File: config.mk
export PLATFORM = sky130hd
export DESIGN_NAME = ghost_move_scheduler
export DESIGN_NICKNAME = d
export VERILOG_FILES = /design/src/rtl/ghost_move_scheduler_pkg.sv /design/src/rtl/ghost_move_scheduler_timer.sv /design/src/rtl/ghost_move_scheduler.sv
export SDC_FILE = /design/constraint.sdc
export NUM_CORES = 1
export LEC_CHECK = 0
export CAP_MARGIN = 40
export CORE_ASPECT_RATIO = 1.1
export CORE_UTILIZATION = 45
export CTS_BUF_LIST = sky130_fd_sc_hd__clkbuf_2
export CTS_CLUSTER_DIAMETER = 200
export DETAILED_ROUTE_END_ITERATION = 8
export DONT_BUFFER_PORTS = 1
export PLACE_DENSITY = 0.59
export SETUP_SLACK_MARGIN = 0.3
export SLEW_MARGIN = 15
export SYNTH_ARGS = -nofsm -noshare
export SYNTH_HDL_FRONTEND = slang
export SYNTH_SLANG_ARGS = --single-unit
File: constraint.sdc
create_clock -name clk -period 4 [get_ports clk]
set_input_delay 0.8 -clock clk [delete_from_list [all_inputs] [get_ports clk]]
set_output_delay 0.8 -clock clk [all_outputs]
set_load 0.1 [all_outputs]
File: src/rtl/ghost_move_scheduler_pkg.sv
// Shared types and default sizing for the ghost move scheduler and the ghost sprites it drives.
package ghost_sched_pkg;

    localparam int DEF_CNT_W      = 26;
    localparam int DEF_TIME_MAX   = 4000000;
    localparam int DEF_MIN_PERIOD = 500000;
    localparam int DEF_NUM_GHOSTS = 4;

    typedef enum logic [1:0] {
        ST_IDLE  = 2'd0,
        ST_COUNT = 2'd1,
        ST_ISSUE = 2'd2
    } sched_state_t;

endpackage

File: src/rtl/ghost_move_scheduler_timer.sv
// Move-period counter with a score-clamped period that is reloaded only at terminal count.
// terminal_o is combinational off registered state; take_i restarts the period and latches the new length.
module ghost_period_timer #(
    parameter int TIME_MAX   = ghost_sched_pkg::DEF_TIME_MAX,
    parameter int MIN_PERIOD = ghost_sched_pkg::DEF_MIN_PERIOD,
    parameter int CNT_W      = ghost_sched_pkg::DEF_CNT_W
) (
    input  logic             clk,
    input  logic             reset_n,
    input  logic             inc_i,
    input  logic             take_i,
    input  logic [CNT_W-1:0] speed_offset_i,
    output logic             terminal_o,
    output logic [CNT_W-1:0] period_o
);

    localparam logic [CNT_W-1:0] PERIOD_MAX    = CNT_W'(TIME_MAX);
    localparam logic [CNT_W-1:0] PERIOD_MIN    = CNT_W'(MIN_PERIOD);
    localparam logic [CNT_W-1:0] MAX_REDUCTION = CNT_W'(TIME_MAX - MIN_PERIOD);

    logic [CNT_W-1:0] cnt_q, cnt_d;
    logic [CNT_W-1:0] period_q, period_d;
    logic [CNT_W-1:0] new_period;

    // Clamp before subtracting so a large offset can never wrap the period.
    assign new_period = (speed_offset_i >= MAX_REDUCTION) ? PERIOD_MIN
                                                          : PERIOD_MAX - speed_offset_i;

    assign terminal_o = (cnt_q == period_q - CNT_W'(1));
    assign period_o   = period_q;

    always_comb begin
        cnt_d    = cnt_q;
        period_d = period_q;
        if (take_i) begin
            cnt_d    = '0;
            period_d = new_period;
        end else if (inc_i) begin
            cnt_d = cnt_q + CNT_W'(1);
        end
    end

    always_ff @(posedge clk or negedge reset_n) begin
        if (!reset_n) begin
            cnt_q    <= '0;
            period_q <= PERIOD_MAX;
        end else begin
            cnt_q    <= cnt_d;
            period_q <= period_d;
        end
    end

endmodule

File: src/rtl/ghost_move_scheduler.sv
// Global ghost move-tick scheduler: one period timer, staggered one-hot sweep over all ghost slots.
// Slot i ticks i+1 cycles after terminal count; enable only pauses counting, never an issuing sweep.
module ghost_move_scheduler #(
    parameter int NUM_GHOSTS = ghost_sched_pkg::DEF_NUM_GHOSTS,
    parameter int TIME_MAX   = ghost_sched_pkg::DEF_TIME_MAX,
    parameter int MIN_PERIOD = ghost_sched_pkg::DEF_MIN_PERIOD,
    parameter int CNT_W      = ghost_sched_pkg::DEF_CNT_W
) (
    input  logic                  clk,
    input  logic                  reset_n,
    input  logic                  enable,
    input  logic [CNT_W-1:0]      speed_offset,
    input  logic [NUM_GHOSTS-1:0] ghost_active,
    output logic [NUM_GHOSTS-1:0] move_tick,
    output logic                  sweep_done,
    output logic [CNT_W-1:0]      cur_period
);

    import ghost_sched_pkg::*;

    localparam int             IDX_W    = (NUM_GHOSTS > 1) ? $clog2(NUM_GHOSTS) : 1;
    localparam logic [IDX_W-1:0] LAST_IDX = IDX_W'(NUM_GHOSTS - 1);

    // A sweep must finish before the shortest possible period can expire.
    if (NUM_GHOSTS >= MIN_PERIOD) begin : g_cfg_err
        $error("ghost_move_scheduler: NUM_GHOSTS must be smaller than MIN_PERIOD");
    end
    if (MIN_PERIOD > TIME_MAX) begin : g_period_err
        $error("ghost_move_scheduler: MIN_PERIOD must not exceed TIME_MAX");
    end

    sched_state_t          state_q;
    logic [IDX_W-1:0]      idx_q;
    logic [NUM_GHOSTS-1:0] move_tick_q;
    logic                  sweep_done_q;

    logic terminal;
    logic cnt_inc;
    logic cnt_take;

    // The counter keeps running through a sweep so the period stays exact.
    assign cnt_take = (state_q == ST_COUNT) && enable && terminal;
    assign cnt_inc  = ((state_q == ST_COUNT) && enable) || (state_q == ST_ISSUE);

    ghost_period_timer #(
        .TIME_MAX   (TIME_MAX),
        .MIN_PERIOD (MIN_PERIOD),
        .CNT_W      (CNT_W)
    ) u_timer (
        .clk            (clk),
        .reset_n        (reset_n),
        .inc_i          (cnt_inc),
        .take_i         (cnt_take),
        .speed_offset_i (speed_offset),
        .terminal_o     (terminal),
        .period_o       (cur_period)
    );

    always_ff @(posedge clk or negedge reset_n) begin
        if (!reset_n) begin
            state_q      <= ST_IDLE;
            idx_q        <= '0;
            move_tick_q  <= '0;
            sweep_done_q <= 1'b0;
        end else begin
            move_tick_q  <= '0;
            sweep_done_q <= 1'b0;
            case (state_q)
                ST_IDLE: begin
                    if (enable) begin
                        state_q <= ST_COUNT;
                    end
                end
                ST_COUNT: begin
                    if (!enable) begin
                        state_q <= ST_IDLE;
                    end else if (terminal) begin
                        idx_q   <= '0;
                        state_q <= ST_ISSUE;
                    end
                end
                ST_ISSUE: begin
                    move_tick_q[idx_q] <= ghost_active[idx_q];
                    idx_q              <= idx_q + IDX_W'(1);
                    if (idx_q == LAST_IDX) begin
                        idx_q        <= '0;
                        sweep_done_q <= 1'b1;
                        state_q      <= enable ? ST_COUNT : ST_IDLE;
                    end
                end
                default: begin
                    state_q <= ST_IDLE;
                end
            endcase
        end
    end

    assign move_tick  = move_tick_q;
    assign sweep_done = sweep_done_q;

endmodule

==> impl_metrics.py, run 1 <==
metrics = {
    "clock_tree": {
        "cts.reportedPaths.clkPinSlew_ns": 0.20,
        "cts.path.max_buffers": 2,
        "cts.sinks": 61,
        "cts_buffers": 9,
        "cts_tree": "done",
        "htree_levels": 3,
        "cts-root-buf": "clkbuf_2",
        "clkLatencyLatePin_ns": 0.48,
    },
    "setup_path": {
        "r2r-end": "u_timer.cnt_q[1]",
        "arrival_ns": 3.81,
        "cp_cell_sequence": "nor4_1 -> nand2_1 -> a2111oi_1 -> a2bb2oi_1 -> nand4_1 -> or4_1 -> buf_4 -> and3_1 -> a21o_1",
        "crit_type": "reg -> reg",
        "crit_path_end_kind": "flip-flop",
        "worst_path_largest_cell_delay_ns": 0.70,
        "rrSetupSlack_ns": 0.57,
        "r2r_start": "u_timer.period_o[16]",
        "worstPathMaxFanout": 15,
        "rr_worst_depth": 9,
        "cp_slowest_cell": "nor4_1",
        "required_ns": 4.38,
        "critPathLaunchType": "flip-flop",
    },
    "floorplanning": {
        "initial_core_util": 0.473,
        "io_pins": 64,
        "core_um2": 8540,
        "rows": 35,
        "dieWidth_um": 92.4,
        "die_area_um2": 9360,
        "die_h_um": 101,
    },
    "global_routing": {
        "grt_pass1_vias": 3337,
        "grt_overflow": 0,
        "grt_max_degree": 55,
        "antenna_found_initial": 0,
        "grt_pass1_wl_um": 16400,
        "grtUsageTotal": 0.225,
    },
    "timing": {
        "max_slew_margin": 0.424,
        "skew_ns": 0.0420,
        "hold_violations": 0,
        "layout_min_cycle_time_ns": 3.43,
        "maxSlewViolCount": 0,
        "period_share": 0.856,
        "rsz0062_at_grt": "no",
        "worstMarginPinSlew_ns": 0.864,
        "fmaxAchievable_mhz": 292,
        "setup_viol": 0,
        "tns_ns": 0,
    },
    "synth": {
        "synthesis.nets": 496,
        "yosys_warnings": 0,
        "synth_edf_count": 0,
        "synth_top_area_share": 0.334,
        "ys_async_sr_fraction": 1.00,
        "synth_area_um2": 4040,
        "syn-instance-count": 456,
        "ys_seq_area_frac": 0.380,
        "synth_seq_cells": 61,
        "synth.distinct_cells": 55,
        "synth_area_leaders": "dfrtp_1 (33%), xor2_1 (9.1%), xnor2_1 (7.4%)",
        "ys.flop_type": "dfrtp_1",
        "synth_area_per_cell_um2": 8.86,
        "synth_top_area_cell": "dfrtp_1",
    },
    "final_layout": {
        "fillers": 817,
        "finish.net_count": 520,
        "ff_latch_area_um2": 1540,
        "layout_commonest_cell": "nor2_1",
        "multiInputGateArea_um2": 2410,
        "drive_gt1_frac": 0.132,
        "num_antenna_cells": 0,
        "fin_util": 0.525,
        "area_growth_pct": 10.8,
        "mostFrequentLayoutCells": "nor2_1 (55), dfrtp_1 (54), nand2_1 (45)",
        "stdcell_count": 596,
    },
    "power": {
        "p_total_mw": 2.42,
        "p_leak_nw": 2.02,
        "vdd_ir_drop_max_mv": 0.208,
        "power_density_nw_per_um2": 540,
    },
    "detailed_routing": {
        "drt_iter0_markers": 223,
        "ant_nets": 0,
        "drc": 0,
        "via_per_inst": 5.56,
        "vias": 3315,
        "wl_per_cell_um": 16.3,
        "wl_um": 9700,
        "drt_first_pass_iters": 4,
    },
    "status": {
        "status": "finished clean",
    },
    "placed_design": {
        "dp_cells": 579,
        "place.gp.congestion": 0.839,
        "port_buffers": 0,
        "hpwlAfterDp_um": 7230,
    },
    "flow_run": {
        "maxCapViolCount": 0,
    },
    "min_path": {
        "hold_path_class": "in -> async",
    },
}
per-stage QoR:
| stage | setup WS (ns) | hold slack [ns] | instance area [um^2] |
|---|---|---|---|
| floorplan | 0.478 | 0.504 | 4040 |
| global placement | 0.632 | 0.506 | 4330 |
| detailed placement | 0.516 | 0.506 | 4330 |
| CTS | 0.501 | 0.0861 | 4470 |
| global route | 0.300 | 0.0770 | 4480 |
| finish | 0.575 | 0.138 | 4480 |
cell families after synthesis:
kind of cell,after synthesis,share of synthesized area
DFF,61,0.380
buffers and inverters,26,0.0263
muxes,4,0.0133
and+or+nand+nor,218,0.289
xor gates and xnor gates,76,0.165
adders and majority gates,7,0.0217
AOI/OAI and AO/OA,64,0.106
how the worst max path moves through the flow:
stage / start / to / cells after the start
after floorplan: u_timer.period_o[0] / u_timer.cnt_q[1] / 11
after global placement: u_timer.period_o[0] / u_timer.cnt_q[1] / 11
after detailed placement: u_timer.period_o[0] / u_timer.cnt_q[1] / 11
after CTS: u_timer.period_o[0] / u_timer.cnt_q[1] / 11
after global routing: u_timer.period_o[16] / u_timer.cnt_q[1] / 9
final: u_timer.period_o[16] / u_timer.cnt_q[1] / 9
critical path: cells and delay by family (launching register included):
kind | cells | cell delay (ns)
compound gates | 3 | 0.81
buf+inv | 1 | 0.23
flops | 1 | 0.59
simple gates | 5 | 1.71
cell type report:
type / count / share of cell area
clock buffer: 10 / 0.0112
clock inverter: 6 / 0.0123
inverter: 10 / 0.00838
multi-input combinational: 369 / 0.539
sequential: 61 / 0.343
tap: 111 / 0.0310
timing repair buffer: 29 / 0.0559
power breakdown:
part	leakage, nW	internal (mW)	total [mW]	switching, mW
Clock	0.0668	0.141	0.368	0.227
Sequential	0.810	0.703	0.893	0.190
Combinational	1.14	0.405	1.16	0.753
Total	2.02	1.25	2.42	1.17
cell usage after synthesis (10+ instances only):
cell      count
nor2_1       55
nand2b_1     10
nand3_1      22
xnor2_1      34
dfrtp_1      54
xor2_1       42
nand2_1      45
inv_1        10
nand4_1      13
o21ai_1      15
and3_1       10
flip-flops by register name (all words and copies together) (netlist names):
| register | cells |
|---|---|
| u_timer.cnt_q | 26 |
| idx_q | 2 |
| state_q | 2 |
| move_tick | 4 |
| u_timer.period_o | 26 |
| sweep_done | 1 |
metal layers:
layer  global-route usage  share of wire  vias to the layer above
met4               0.0781          0.014                        0
met2                0.385           0.48                       91
li1                     -              -                     1648
met1                0.288           0.45                     1567
met3               0.0375          0.051                        9
met5                    0              0                        -
what timing repair did:
| item | in CTS | in global routing |
|---|---|---|
| gates resized for setup | 0 | 2 |
| buffers inserted | 0 | 0 |
| setup endpoints to repair | 0 | 9 |
| endpoints found under the hold margin | 54 | 0 |
| hold buffers | 1 | 0 |
No activity file was read; power rests on OpenSTA's default activity.
==> inputs of run 2 (changes only) <==
--- a/config.mk
+++ b/config.mk
@@ -5,7 +5,6 @@
 export SDC_FILE = /design/constraint.sdc
 export NUM_CORES = 1
 export LEC_CHECK = 0
-export CAP_MARGIN = 40
 export CORE_ASPECT_RATIO = 1.1
 export CORE_UTILIZATION = 45
 export CTS_BUF_LIST = sky130_fd_sc_hd__clkbuf_2
==> results of run 2 <==
No change in the layout: final DEF, timing and power equal those of run 1.
==> inputs of run 3 (changes only) <==
--- a/config.mk
+++ b/config.mk
@@ -5,7 +5,7 @@
 export SDC_FILE = /design/constraint.sdc
 export NUM_CORES = 1
 export LEC_CHECK = 0
-export CORE_ASPECT_RATIO = 1.1
+export CORE_ASPECT_RATIO = 0.9
 export CORE_UTILIZATION = 45
 export CTS_BUF_LIST = sky130_fd_sc_hd__clkbuf_2
 export CTS_CLUSTER_DIAMETER = 200
==> impl_metrics.py, run 3 (synthesis gave the netlist of run 1 again) <==
metrics = {
    "global_routing": {
        "use_met2": 0.328,
        "grt_overflow": 0,
        "grtUsageTotal": 0.223,
        "grt_pass1_vias": 3224,
        "grt_use_met1": 0.317,
        "gr-usage-met3": 0.0526,
        "antenna_found_initial": 0,
        "gr-max-usage-layer": "met2",
        "grt_max_degree": 55,
        "grt_pass1_wl_um": 15900,
    },
    "timing": {
        "tns_ns": 0,
        "worstMarginPinSlew_ns": 0.875,
        "max_slew_margin": 0.417,
        "rsz0062_at_grt": "no",
        "skew_ns": 0.0269,
        "hold_violations": 0,
        "fin_hold_ws_ns": 0.134,
        "setup_viol": 0,
        "fmaxAchievable_mhz": 280,
        "maxSlewViolCount": 0,
        "layout_min_cycle_time_ns": 3.57,
        "setup_slack_ns": 0.427,
        "period_share": 0.893,
    },
    "final_layout": {
        "mostFrequentLayoutCells": "nor2_1 (55), dfrtp_1 (54), nand2_1 (45)",
        "layout_commonest_cell": "nor2_1",
        "num_antenna_cells": 0,
        "fin_util": 0.520,
        "ff_latch_area_um2": 1540,
        "stdcell_count": 603,
        "area_growth_pct": 11.3,
        "finish.net_count": 519,
        "fillers": 848,
        "final_area_um2": 4500,
        "multiInputGateArea_um2": 2420,
        "drive_gt1_frac": 0.128,
    },
    "floorplanning": {
        "rows": 32,
        "dieWidth_um": 102,
        "io_pins": 64,
        "die_h_um": 91.9,
        "initial_core_util": 0.467,
        "core_um2": 8650,
        "die_area_um2": 9360,
    },
    "placed_design": {
        "place.gp.congestion": 0.790,
        "post-place-ws_ns": 0.288,
        "dp_cells": 585,
        "hpwlAfterDp_um": 7170,
        "dpl_cell_area_um2": 4320,
        "port_buffers": 0,
    },
    "detailed_routing": {
        "wl_per_cell_um": 16.1,
        "drt_iter0_markers": 192,
        "drc": 0,
        "vias": 3297,
        "via_per_inst": 5.47,
        "wl_um": 9730,
        "drt_first_pass_iters": 5,
        "ant_nets": 0,
    },
    "clock_tree": {
        "cts.sinks": 61,
        "cts_tree": "done",
        "cts.path.max_buffers": 2,
        "cts-root-buf": "clkbuf_2",
        "cts.reportedPaths.clkPinSlew_ns": 0.19,
        "htree_levels": 3,
        "clkLatencyLatePin_ns": 0.49,
        "cts_buffers": 9,
    },
    "setup_path": {
        "arrival_ns": 3.95,
        "required_ns": 4.38,
        "worstPathMaxFanout": 22,
        "crit_type": "reg -> reg",
        "critPathLaunchType": "flip-flop",
        "crit_path_end_kind": "flip-flop",
    },
    "flow_run": {
        "maxCapViolCount": 0,
    },
    "power": {
        "p_total_mw": 2.50,
        "power_density_nw_per_um2": 555,
        "vdd_ir_drop_max_mv": 0.246,
        "p_leak_nw": 2.02,
    },
    "min_path": {
        "hold_path_class": "in -> async",
    },
    "status": {
        "status": "finished clean",
    },
}
run 3: changes by cell type in the layout (fill, tap and decap cells not counted), sizes merged:
cell,previous run,this run
bufinv,1,2
buf,29,28
clkinvlp,1,0
run 3: cell type report:
type / instances / area share
multi-input combinational: 369 / 0.538
sequential: 61 / 0.341
timing repair buffer: 28 / 0.0512
tap: 119 / 0.0331
clock inverter: 6 / 0.0172
clock buffer: 10 / 0.0111
inverter: 10 / 0.00834
run 3: final timing paths:
path                            cells past startpoint  slack [ns]                 start              endpoint
worst max-delay path                               10        0.43   u_timer.period_o[0]  u_timer.period_o[24]
worst min-delay path                                1        0.13               reset_n     u_timer.cnt_q[24]
worst max register to register                     10        0.43   u_timer.period_o[0]  u_timer.period_o[24]
worst min register to register                      2        0.53  u_timer.period_o[20]  u_timer.period_o[20]
max in group asynchronous                           1        3.61               reset_n  u_timer.period_o[17]
min in group clk                                    1        0.41                enable            state_q[0]
run 3: critical path: stages (launching register included):
cell     delay [ns]
dfrtp_1        0.51
inv_1          0.09
ha_1           0.23
nor3b_1        0.47
nand4_4        0.20
or4_4          0.53
a22oi_2        0.16
nand4_1        0.11
or4_1          0.68
buf_4          0.30
and2_1         0.18
run 3: per-layer routing:
metal | part of all wire | wire length [um]
met1 | 0.50 | 4850
met2 | 0.45 | 4330
met3 | 0.050 | 484
met4 | 0.0070 | 68
met5 | 0 | 0
run 3: what timing repair did:
item | CTS | global route
pin swaps | 0 | 1
hold buffers | 1 | 0
setup endpoints to repair | 16 | 42
gates resized for setup | 1 | 2
hold endpoints to repair | 54 | 0
buffers inserted | 0 | 1
run 3: power breakdown:
part           switching [mW]  total (mW)  leakage [nW]  internal [mW]
Combinational           0.762        1.17          1.13          0.404
Clock                   0.231       0.434        0.0808          0.204
Sequential              0.191       0.895         0.810          0.703
Total                    1.18        2.50          2.02           1.31
